## config.mk

```make
export PLATFORM = sky130hd
export DESIGN_NAME = program_counter_ras
export DESIGN_NICKNAME = d
export VERILOG_FILES = /design/src/rtl/program_counter_ras.sv
export SDC_FILE = /design/constraint.sdc
export NUM_CORES = 1
export LEC_CHECK = 0
export CAP_MARGIN = 20
export CORE_AREA = 2 2 179 181
export DETAILED_ROUTE_END_ITERATION = 7
export DIE_AREA = 0 0 181 183
export PLACE_DENSITY = 0.89
export SLEW_MARGIN = 20
export SYNTH_ARGS = -nofsm -noshare
export SYNTH_HDL_FRONTEND = slang
export SYNTH_SLANG_ARGS = --single-unit
```

## constraint.sdc

```tcl
create_clock -name clock -period 12.89 [get_ports clock]
set_input_delay 1.9335 -clock clock [delete_from_list [all_inputs] [get_ports clock]]
set_output_delay 1.9335 -clock clock [all_outputs]
set_load 0.02 [all_outputs]
```

## src/rtl/program_counter_ras.sv

```systemverilog
// Fetch program counter with PC+INC output and a circular return-address stack for calls and returns.
// Defining PC_ALIGN_CHECK_EN forces redirect targets to a 4-byte boundary and adds the misaligned pulse output.
module program_counter_ras #(
  parameter int unsigned         WIDTH        = 64,
  parameter logic [WIDTH-1:0]    RESET_VECTOR = '0,
  parameter int unsigned         INC          = 4,
  parameter int unsigned         RAS_DEPTH    = 4,
  localparam int unsigned        PTR_W        = $clog2(RAS_DEPTH),
  localparam int unsigned        CNT_W        = PTR_W + 1
) (
  input  logic             clock,
  input  logic             reset,
  input  logic [2:0]       PS,
  input  logic [WIDTH-1:0] in,
  input  logic             stall,
  output logic [WIDTH-1:0] PC,
  output logic [WIDTH-1:0] PC4,
  output logic [CNT_W-1:0] ras_count,
  output logic             ras_overflow,
  output logic             ras_underflow
`ifdef PC_ALIGN_CHECK_EN
  ,
  output logic             misaligned
`endif
);

  typedef enum logic [2:0] {
    PS_HOLD     = 3'b000,
    PS_INCR     = 3'b001,
    PS_LOAD     = 3'b010,
    PS_BRANCH   = 3'b011,
    PS_CALL_REL = 3'b100,
    PS_CALL_ABS = 3'b101,
    PS_RETURN   = 3'b110,
    PS_RSVD     = 3'b111
  } ps_e;

  localparam logic [CNT_W-1:0] CNT_FULL = CNT_W'(RAS_DEPTH);
  localparam logic [WIDTH-1:0] INC_W    = WIDTH'(INC);

  ps_e              op;
  logic [WIDTH-1:0] pc_q, pc_d;
  logic [WIDTH-1:0] pc_inc;
  logic [PTR_W-1:0] top_q, top_d;
  logic [CNT_W-1:0] count_q, count_d;
  logic             ovf_q, ovf_d;
  logic             unf_q, unf_d;
  logic             push;
  logic             redirect;
  logic [WIDTH-1:0] target_raw;
  logic [WIDTH-1:0] target;
  logic [WIDTH-1:0] ras_mem [RAS_DEPTH];

  assign op     = ps_e'(PS);
  assign pc_inc = pc_q + INC_W;

`ifdef PC_ALIGN_CHECK_EN
  assign target = {target_raw[WIDTH-1:2], 2'b00};
`else
  assign target = target_raw;
`endif

  // top_q names the next free slot, so the newest entry lives at top_q-1 and a push
  // while full lands on the oldest entry.
  // NOTE: every variable driven here gets a default first, so no path leaves one unassigned and no latch is inferred.
  always_comb begin
    pc_d       = pc_q;
    top_d      = top_q;
    count_d    = count_q;
    ovf_d      = ovf_q;
    unf_d      = unf_q;
    push       = 1'b0;
    redirect   = 1'b0;
    target_raw = in;
    if (!stall) begin
      unique case (op)
        PS_INCR:   pc_d = pc_inc;
        PS_LOAD:   redirect = 1'b1;
        PS_BRANCH: begin
          target_raw = pc_q + in;
          redirect   = 1'b1;
        end
        PS_CALL_REL, PS_CALL_ABS: begin
          if (op == PS_CALL_REL) target_raw = pc_q + in;
          redirect = 1'b1;
          push     = 1'b1;
          top_d    = top_q + PTR_W'(1);
          if (count_q == CNT_FULL) ovf_d = 1'b1;
          else                     count_d = count_q + CNT_W'(1);
        end
        PS_RETURN: begin
          redirect = 1'b1;
          if (count_q != '0) begin
            target_raw = ras_mem[top_q - PTR_W'(1)];
            top_d      = top_q - PTR_W'(1);
            count_d    = count_q - CNT_W'(1);
          end else begin
            unf_d = 1'b1;
          end
        end
        default: ;
      endcase
      if (redirect) pc_d = target;
    end
  end

  // NOTE: sequential state uses non-blocking assignments so all registers update together at the edge.
  always_ff @(posedge clock or negedge reset) begin
    if (!reset) begin
      pc_q    <= RESET_VECTOR;
      top_q   <= '0;
      count_q <= '0;
      ovf_q   <= 1'b0;
      unf_q   <= 1'b0;
    end else begin
      pc_q    <= pc_d;
      top_q   <= top_d;
      count_q <= count_d;
      ovf_q   <= ovf_d;
      unf_q   <= unf_d;
    end
  end

  // NOTE: stack storage has no reset; entries are only read once count_q says they were written.
  always_ff @(posedge clock) begin
    if (push) ras_mem[top_q] <= pc_inc;
  end

`ifdef PC_ALIGN_CHECK_EN
  logic mis_q;

  always_ff @(posedge clock or negedge reset) begin
    if (!reset) mis_q <= 1'b0;
    else        mis_q <= redirect && (target_raw[1:0] != 2'b00);
  end

  assign misaligned = mis_q;
`endif

  assign PC            = pc_q;
  assign PC4           = pc_inc;
  assign ras_count     = count_q;
  assign ras_overflow  = ovf_q;
  assign ras_underflow = unf_q;

endmodule

```

# Word level (Yosys, flattened, before mapping)
# Memory sizes are Yosys's and may differ from the RTL's.
# Cells that the tools add are included.
# word_totals
memories	1
output_inout_bits	133
ram_bits	256
register_bits	71
in_bits	70
wordCells	49
# op_classes
n_mux	16
n_bitwise	2
n_reduce_logical	10
eq_ne	9
n_addsub	6
# mem_list
memory	words	width	rd	rd_clocked_by_memory_dff	write_ports	line	rtl
ras_mem	4	64	1	0	1	52	logic [WIDTH-1:0] ras_mem [RAS_DEPTH];
# op_table
cell	count
64-bit two-way mux	4
64-bit case mux with 3 select lines	1
64-bit by 3-bit adder with 64-bit output, second input constant	1
64-bit adder	1
3-bit equality test, second input constant	4
3-bit AND reduction	3
3-bit by 2-bit equality test with 1-bit output, second input constant	2
1-bit two-way mux	6
3-bit two-way mux	2
3-bit case mux with 2 select lines	1
5-bit OR reduction	1
2-bit inequality test, second input constant	2
2-bit case mux with 2 select lines	1
4-bit AND reduction	1
2-bit nonzero test	2
3-bit by 1-bit adder with 3-bit output, second input constant	1
3-bit by 1-bit equality test with 1-bit output, second input constant	1
3-bit nonzero test	1
3-bit by 1-bit subtractor with 3-bit output, second input constant	1
2-bit by 1-bit adder with 2-bit output, second input constant	1
2-bit two-way mux	1
1-bit NOT	2
2-bit AND reduction	1
2-bit OR reduction	1
2-bit by 1-bit subtractor with 2-bit output, second input constant	1

# Logic depth before layout (Yosys ltp)
# logic_depth
depth_word	6
ltp_mapped	16
ltp_nobuf	13

# Worst setup path after synthesis
# No wires, ideal clock.
# synth_timing
path_kind	register -> output
start	reg pc_q[3] (netlist: PC[3])
end	out PC4[58]
path_stages_with_launch	11
setup_slack_ns	8.253
n_path_buf	2
arrival_time_ns	2.703
t_required_ns	10.957
cell_sequence	dfrtp_1 ha_1 and4_1 and2b_1 nand3_2 or3_1 buf_2 or2_1 buf_2 nor2_1 xor2_1
# synth_between
elab_chain_cells	1
# synth_lines
element	line	rtl
from (decl)	42	logic [WIDTH-1:0] pc_q, pc_d;
from (signal assigned)	116	pc_q <= pc_d;
64-bit by 3-bit adder with 64-bit output	55	assign pc_inc = pc_q + INC_W;
to (decl)	17	output logic [WIDTH-1:0] PC4,
# No other way between the ends.

# Worst setup path in the final report
# layout_timing
start	reg pc_q[4] (netlist: PC[4])
end	out PC4[63]
# The elaborated chain is that of the path after synthesis.

==> results.md <==
* Final TNS setup at 0 ns
* Routed WL per cell at 25.60 µm
* WHS Endpoint: ras_overflow
* Max Buffers Root-to-Sink at 3
* DRT antenna net count at 0
* RD Place Congestion at 0.9780
* Worst path max stage delay at 0.73 ns
* Max cap viols at 0
* PnR worst setup slack at 6.163 ns
* Synth Instances at 1704
* Core area at roughly 0.031 mm²
* Total wire length at between 50000 and 60000 µm
* Largest net degree at the start of global routing at 72
* Port Buffers at between 200 and 250
* Fin Clk Skew at roughly 0.031 ns
* CTS Buf Count at 35
* Resize count post-CTS at 0
* DRC at 0
* Required @ worst endpoint at between 10 and 15 ns
* Drt first pass iters at 6
* Yosys reg bits at around 330
* Outcome: completed
* Slew margin rel. at 0.3119
* Multiplexer area fraction after synthesis at 0.07748
* Warnings, synthesis at 0
* Setup violators final at 0
* Die Wd at approximately 180 µm
* Initial antenna violation count at 0
* Clk pin slew, worst setup/hold paths at 0.06 ns
* I/O pin total at between 200 and 250
* DR iter-0 viols at 1999
* Hold Path Origin: ras_overflow
* Row Count at 65
* Vias per cell at 6.906
* HPWL after DPL at 40660 µm
* Simple-Gate Fraction of Synth Area at 0.1164
* WP data arrival at 4.79 ns
* Fmax at 0.1487 GHz
* TritonCTS clock tree: built
* Number of global-route vias before repair at 15738
* Hold buffer count at cts at 0
* XOR/XNOR share of the synthesized area at 0.05433
* Register-to-Register Setup Slack at 9.00 ns
* Worst r2r src: top_q[0]
* Worst min path class: register to register
* Avg Cell Area, Syn at 11.16 µm²
* Hold path cells at 1
* Die Area at 0.03312 mm²
* Die height at 183 µm
* Main combinational cell family by area after synthesis: compound AO/OA/AOI/OAI gates
* Layout cells sized above 1 at 0.09360
* Setup Fix Bufs, Post-CTS at 0
* Unique masters post-synth at 85
* Clk Latency, worst-skew pair at 0.53 ns
* Diodes inserted at 0
* Worst Reg-to-Reg Cells at 9
* Crit. End Element: primary output
* Unrepaired setup endpoints after global routing: no
* Setup CP Type: register to primary output
* Worst-Margin Slew at between 1 and 1.5 ns
* Leak Pwr at roughly 8 nW
* Critical R2R Capture: PC[19]
* Min Tclk post-route at 6.727 ns
* Vias at around 16000
* Sink Count at 327
* Synthesized-area fraction occupied by adder cells at 0.04683
* Total track usage at 0.3495
* Compound-Gate Fraction of Synth Area at 0.1801
* Seq/Total Area, Yosys at 0.4975
* First-pass GRT wire length at between 80000 and 90000 µm
* Clock root buffer: clkbuf_16
* CP cell instances: nand3_2 -> nor3_2 -> nand3_1 -> nor3_1 -> nand4_1 -> or2_1 -> xnor2_1 -> clkdlybuf4s50_1
* Net Count, Synth at 1844
* Layout overhead on the synthesized area at 18.40%
* Slew Limit Fails at 0
* Fin crit share at 0.5219
* Critical Path Slowest Stage Cell: clkdlybuf4s50_1
* Most used DFF post-synth: edfxtp_1
* Maximum fanout along the worst path at 8
* Post-synth EDFFs at 256
* VDD IR max at 0.1453 mV
* Final Hold Vio Count at 0
* DP Worst Slack at about 6.9 ns
* Power Density at 210.5 mW/mm²
* Setup crit start kind: register
* H-tree Lvls at 2
* Post-synth ARST share at 0.2171
* Initial Util at 0.6091
* Total gr overflow at 0
* Mapped cell area at 0.01902 mm²
* Final nets at 2004
==> synthesized netlist by cell type (all sizes together), types with 7 or more instances <==
| library cell | number | area share |
|---|---|---|
| a21oi | 160 | 0.042 |
| a21o | 41 | 0.016 |
| edfxtp | 256 | 0.40 |
| and3 | 30 | 0.0099 |
| nand4 | 23 | 0.0082 |
| or3 | 8 | 0.0026 |
| dfrtp | 71 | 0.093 |
| o21a | 12 | 0.0047 |
| o21ai | 124 | 0.033 |
| o22ai | 23 | 0.0076 |
| xnor2 | 73 | 0.034 |
| xor2 | 45 | 0.021 |
| a211oi | 12 | 0.0047 |
| a221o | 11 | 0.0058 |
| a222oi | 9 | 0.0047 |
| clkbuf | 75 | 0.015 |
| and2 | 7 | 0.0023 |
| nand3 | 57 | 0.016 |
| nor3 | 22 | 0.0063 |
| o21bai | 8 | 0.0032 |
| nand2b | 10 | 0.0034 |
| nand2 | 157 | 0.031 |
| mux4 | 64 | 0.076 |
| a31oi | 19 | 0.0062 |
| a22oi | 9 | 0.0036 |
| a221oi | 39 | 0.018 |
| inv | 35 | 0.0069 |
| ha | 68 | 0.045 |
| nor2b | 12 | 0.0039 |
| buf | 21 | 0.0055 |
| nor2 | 111 | 0.022 |
==> cell type report <==
class	instances	area (µm²)
flip-flops and latches	327	9468
multi-input cells	1245	9081
fillers	2189	8706
repair buffers	219	2151
clock buffers	44	950.9
well taps	402	503.0
clock inverters	20	235.2
inverters	36	135.1
==> logic make-up after synthesis <==
logic type / after synthesis
AOI/OAI and AO/OA: 530
adders and majority gates: 70
and+or+nand+nor: 460
xor gates and xnor gates: 118
muxes: 67
buffers and inverters: 132
DFF: 327
==> power breakdown <==
group	internal, mW	switching [mW]
registers	1.34	0.209
clock network	0.611	0.432
logic	0.921	1.23
==> per-stage QoR <==
| stage | utilization | power [mW] | area [µm²] | hold slack (ns) | cells |
|---|---|---|---|---|---|
| after floorplan | - | 2.915 | 19020 | 0.5001 | 1704 |
| after global placement | 0.6831 | 3.629 | 21330 | 0.4687 | 2229 |
| after detailed placement | 0.6831 | 3.666 | 21330 | 0.4646 | 2229 |
| after CTS | 0.7211 | 4.715 | 22520 | 0.4854 | 2293 |
| after global routing | 0.7212 | 4.936 | 22520 | 0.5114 | 2293 |
| final | 0.7212 | 4.742 | 22520 | 0.4851 | 2293 |
==> how the worst max path moves through the flow <==
| stage | startpoint | to | slack (ns) | cells past startpoint |
|---|---|---|---|---|
| 2_1_floorplan | PC[3] | PC4[58] | 8.25 | 10 |
| 3_3_place_gp | PC[4] | PC4[63] | 6.95 | 8 |
| 3_5_place_dp | PC[4] | PC4[63] | 6.92 | 8 |
| 4_1_cts | PC[4] | PC4[63] | 6.35 | 8 |
| 5_1_grt | PC[4] | PC4[63] | 6.04 | 8 |
| 6_report | PC[4] | PC4[63] | 6.16 | 8 |
==> cell usage in the layout (no fill, tap or decap), drive strengths merged, types with 41 or more instances in the layout <==
cell and count:
edfxtp 256, clkdlybuf4s50 201, a21oi 160, nand2 157
o21ai 124, nor2 111, xnor2 73, dfrtp 71
ha 68, mux4 64, nand3 57, xor2 45
clkbuf 44, a21o 41
==> worst max-delay path: cells and delay by family, from the launching register on <==
| family | cells | cell delay (ns) |
|---|---|---|
| xor+xnor | 1 | 0.48 |
| simple gates | 6 | 2.54 |
| buf+inv | 1 | 0.73 |
| flops | 1 | 0.50 |
==> routing by layer <==
| layer | track usage | vias up | routed length, µm |
|---|---|---|---|
| met5 | 0 | - | 0 |
| met1 | 0.4614 | 7658 | 22630 |
| met2 | 0.5698 | 1029 | 27630 |
| met4 | 0.1626 | 0 | 2905 |
| li1 | - | 6922 | - |
| met3 | 0.06235 | 227 | 5526 |
==> state kept, by name, summed over array words and instances, names as in the netlist <==
name,cells
PC,64
ras_count,3
ras_mem,256
ras_overflow,1
ras_underflow,1
top_q,2
(Power assumes the default switching activity.)
==> variant 1, RTL diff (same flow settings) <==
Add a define of `PC_ALIGN_CHECK_EN`.
--- a/src/rtl/program_counter_ras.sv
+++ b/src/rtl/program_counter_ras.sv
@@ -2,2 +2,4 @@
 // Defining PC_ALIGN_CHECK_EN forces redirect targets to a 4-byte boundary and adds the misaligned pulse output.
+`define PC_ALIGN_CHECK_EN
+
 module program_counter_ras #(
Formal check against the unedited RTL (old outputs only; new: misaligned): not equivalent (Yosys sat finds a counterexample within 4 cycles, from zero or initial values and one cycle with reset low).
==> variant 1 against the unedited design <==
Worst setup slack gained 0.31 ns. Clock skew shrank 0.015 ns. Total power shrank 13%. Synthesized area shrank 2.4%. Sequential cell count shrank 9. Final area shrank 3.0%. Wire length grew 2.3%. Critical path type unchanged. Highest routed layer unchanged.
==> variant 1: results (changes against the unedited design) <==
outcome complete, no violations; routed vias 15733 (-0.65%); first-pass GRT wire length 91190 um (+1.4%); clk_skew 0.01580 ns (-0.01498 ns); #MultiIn Comb 1234 (-0.88%); final WL 60040 um (+2.3%); Area after DPL 20850 um^2 (-2.3%); dpl cells 2207 (-0.99%); met2 usage 0.5828 (+0.01292); CP Max Fanout 10 (+2); fill count 2210 (+0.96%); met1 global-route usage 0.4808 (+0.01941); clock buf count 41 (-6.8%); proportion of layout cells with a drive suffix above 1 0.09184 (-0.001765); CP max stage delay 0.70 ns (-0.03 ns); reg-to-reg startpoint ras_count[1]; nets 1975 (-1.4%); global-route usage over all layers 0.3604 (+0.01092); Yosys cell types 82 (-3.5%); Post-synth EDFFs 248 (-3.1%); slowest CP cell nor4_4; syn_area_per_cell 11.03 um^2 (-1.2%); Peak VDD IR 157.5 uV (+8.4%); fraction of area in multi-input gates 0.4066 (+0.003435); buffers added on ports 199 (-1.5%); DR iter-0 viols 2076 (+3.9%); buffering overhead 0.09814 (+0.002655); Slew Limit Headroom 0.2917 (-0.02019); CTS buffer count 31 (-11%); top area cells in the synthesized netlist edfxtp_1 40%, dfrtp_1 9.4%, mux4_2 7.5%
variant 1: cell count changes in the layout (fill, tap and decap cells not counted), moves of 8 or more:
cell / change
nand2_1: -13
o21bai_1: +9
edfxtp_1: -8
nor3_1: +10
a222oi_1: -9
nand4_1: +10
o21ai_1: -18
a21o_1: -22
o21ai_0: +16
variant 1: where the power goes:
| part | total [mW] | leakage [nW] | internal (mW) | switching, mW |
|---|---|---|---|---|
| clock network | 0.878 | 0.483 | 0.490 | 0.388 |
| logic | 1.79 | 4.14 | 0.762 | 1.03 |
| registers | 1.44 | 3.04 | 1.27 | 0.166 |
| total | 4.11 | 7.67 | 2.52 | 1.59 |
variant 1: worst paths after layout:
check,end,slack [ns]
max,PC4[61],6.47
min,ras_overflow,0.50
max reg2reg,PC[63],9.04
min reg2reg,ras_overflow,0.50
max in group asynchronous,PC[14],10.88
min in group asynchronous,PC[60],1.40
variant 1: cells by family after synthesis:
family,count (synthesis),share of synthesized area
buf+inv,133,0.02852
compound gates,519,0.1777
simple gates,467,0.1224
mux,67,0.07800
other cells,1,0.0002021
xor+xnor,110,0.05191
fa+ha+maj,67,0.04557
flops,318,0.4957
variant 1: stage by stage:
step / worst slack (ns) / power [mW] / hold slack [ns]
finish: 6.470 / 4.108 / 0.5003
global route: 6.210 / 4.287 / 0.5224
CTS: 6.465 / 4.086 / 0.5095
detailed placement: 7.068 / 3.207 / 0.4957
global placement: 7.234 / 3.161 / 0.4590
floorplan: 8.151 / 2.575 / 0.5817
variant 1: layer usage:
metal  up-vias  wire length (um)
met4         0              2513
met1      7648             22920
met2      1070             27950
met5         -                 0
li1       6813                 -
met3       202              6651
==> variant 2, RTL diff (config.mk and constraints unchanged) <==
Made on the original files. Put one more register stage on the output `ras_count`, without a reset. The value now appears one clock later. The other outputs are not delayed to match.
--- a/src/rtl/program_counter_ras.sv
+++ b/src/rtl/program_counter_ras.sv
@@ -141,3 +141,5 @@
   assign PC4           = pc_inc;
-  assign ras_count     = count_q;
+  always_ff @(posedge clock) begin
+    ras_count <= count_q;
+  end
   assign ras_overflow  = ovf_q;
Function: changed (a bounded check fails within 4 cycles, from zero or initial values and one cycle with reset low).
==> variant 2 against the unedited design <==
Synthesized area decreased by 0.95%. Count of clock-buffer cells in the layout increased by 4. Sequential cell count increased by 3. Final area decreased by 0.93%. Wire length increased by 1.9%. Combinational power decreased by 3%. First-iteration DRC count increased by 4.7%. Hold slack improved by 0.0095 ns. Die area unchanged. Non-clock buffer count decreased by 1. Worst setup slack improved by 0.054 ns. Total power decreased by 1.2%. Synthesized cell count decreased by 3.2%. Critical path type unchanged. Largest cell class unchanged. Highest routed layer unchanged.
==> variant 2: results (changes against the unedited design) <==
CTS buffer count 36 (+2.9%); global-route usage over all layers 0.3593 (+0.009761); pin count of the biggest net entering global routing 67 (-6.9%); outcome complete, no violations; nets 1949 (-2.7%); Least-Margin Pin Slew 1.112 ns (+0.08590 ns); via/cell ratio 7.029 (+1.8%); dpl ws 6.898 ns (-0.02293 ns); Area after DPL 21140 um^2 (-0.90%); met2 usage 0.5777 (+0.007846); M1 WL 22600 um (-0.13%); Worst-path clk slew 0.06 ns (about the same); DRT Pass-1 Iters 8 (+2); ys async rst share 0.2152 (-0.001974); fill count 2191 (+0.091%); clock share of power 0.220 (about the same); Synthesized Nets 1790 (-2.9%); Post-synth EDFFs 256 (unchanged); Seq pwr share 0.333 (+0.007); DR iter-0 viols 2093 (+4.7%); Peak VDD IR 145.9 uV (+0.38%); final WL 59820 um (+1.9%); GR Util met3 0.07923 (+0.01688); synth cell count leaders 256 x edfxtp_1, 142 x a21oi_1, 135 x nand2_1; routability cong. 0.9772 (about the same); top area cells in the synthesized netlist edfxtp_1 41%, dfrtp_1 9.4%, mux4_2 7.6%; Post-DP HPWL 39270 um (-3.4%); clk_skew 0.01345 ns (-0.01733 ns); P_sw 1.830 mW (-2.4%); Leak 8.048 nW (-0.40%); vias in the first global route 15694 (-0.28%); CP Max Fanout 7 (-1); met1 global-route usage 0.4740 (+0.01263); Yosys cell types 79 (-7.1%)
## variant 2: cell count changes in the layout (fill, tap and decap cells not counted), moves of 5 or more
cell	delta
a211oi_1	-5
a21o_1	+9
a21oi_1	-18
a221oi_1	+7
nand2_1	-22
nand4_1	+8
nor2_1	-18
nor3_1	-7
o21ai_0	-16
o21bai_1	+5
o31ai_1	+5
or2_2	+6
## variant 2: area by class of cell
class | count | area share
clock inverter | 18 | 0.007794
inverter | 36 | 0.006056
sequential | 330 | 0.4270
clock buffer | 48 | 0.04469
timing repair buffer | 218 | 0.09588
multi-input combinational | 1187 | 0.3960
tap | 402 | 0.02254
## variant 2: final timing paths
kind                                from             to  slack [ns]  cells after the start
setup / recovery                   PC[3]        PC4[62]        6.22                     10
hold / removal             ras_underflow  ras_underflow        0.49                      1
setup reg to reg                top_q[0]         PC[50]        8.58                     12
hold reg to reg            ras_underflow  ras_underflow        0.49                      1
max in group asynchronous          reset       top_q[0]       10.45                      2
min in group asynchronous          reset          PC[3]        1.34                      1
## variant 2: through the flow
stage | power (mW) | cells | util | hold WS (ns)
after floorplan | 2.879 | 1650 | - | 0.4340
after global placement | 3.575 | 2173 | 0.6770 | 0.4574
after detailed placement | 3.609 | 2173 | 0.6770 | 0.4865
after CTS | 4.649 | 2239 | 0.7145 | 0.4999
after global routing | 4.883 | 2239 | 0.7145 | 0.5164
final | 4.685 | 2239 | 0.7145 | 0.4945
## variant 2: cells by family (layout without fill, tap and decap cells)
logic type      after synthesis  after routing  share of synthesized area
buf+inv                     133            320                    0.02782
fa+ha+maj                    70             70                    0.04728
flops                       330            330                     0.5055
simple gates                432            432                     0.1138
compound gates              500            500                     0.1728
mux                          66             66                    0.07756
xor+xnor                    119            119                    0.05532
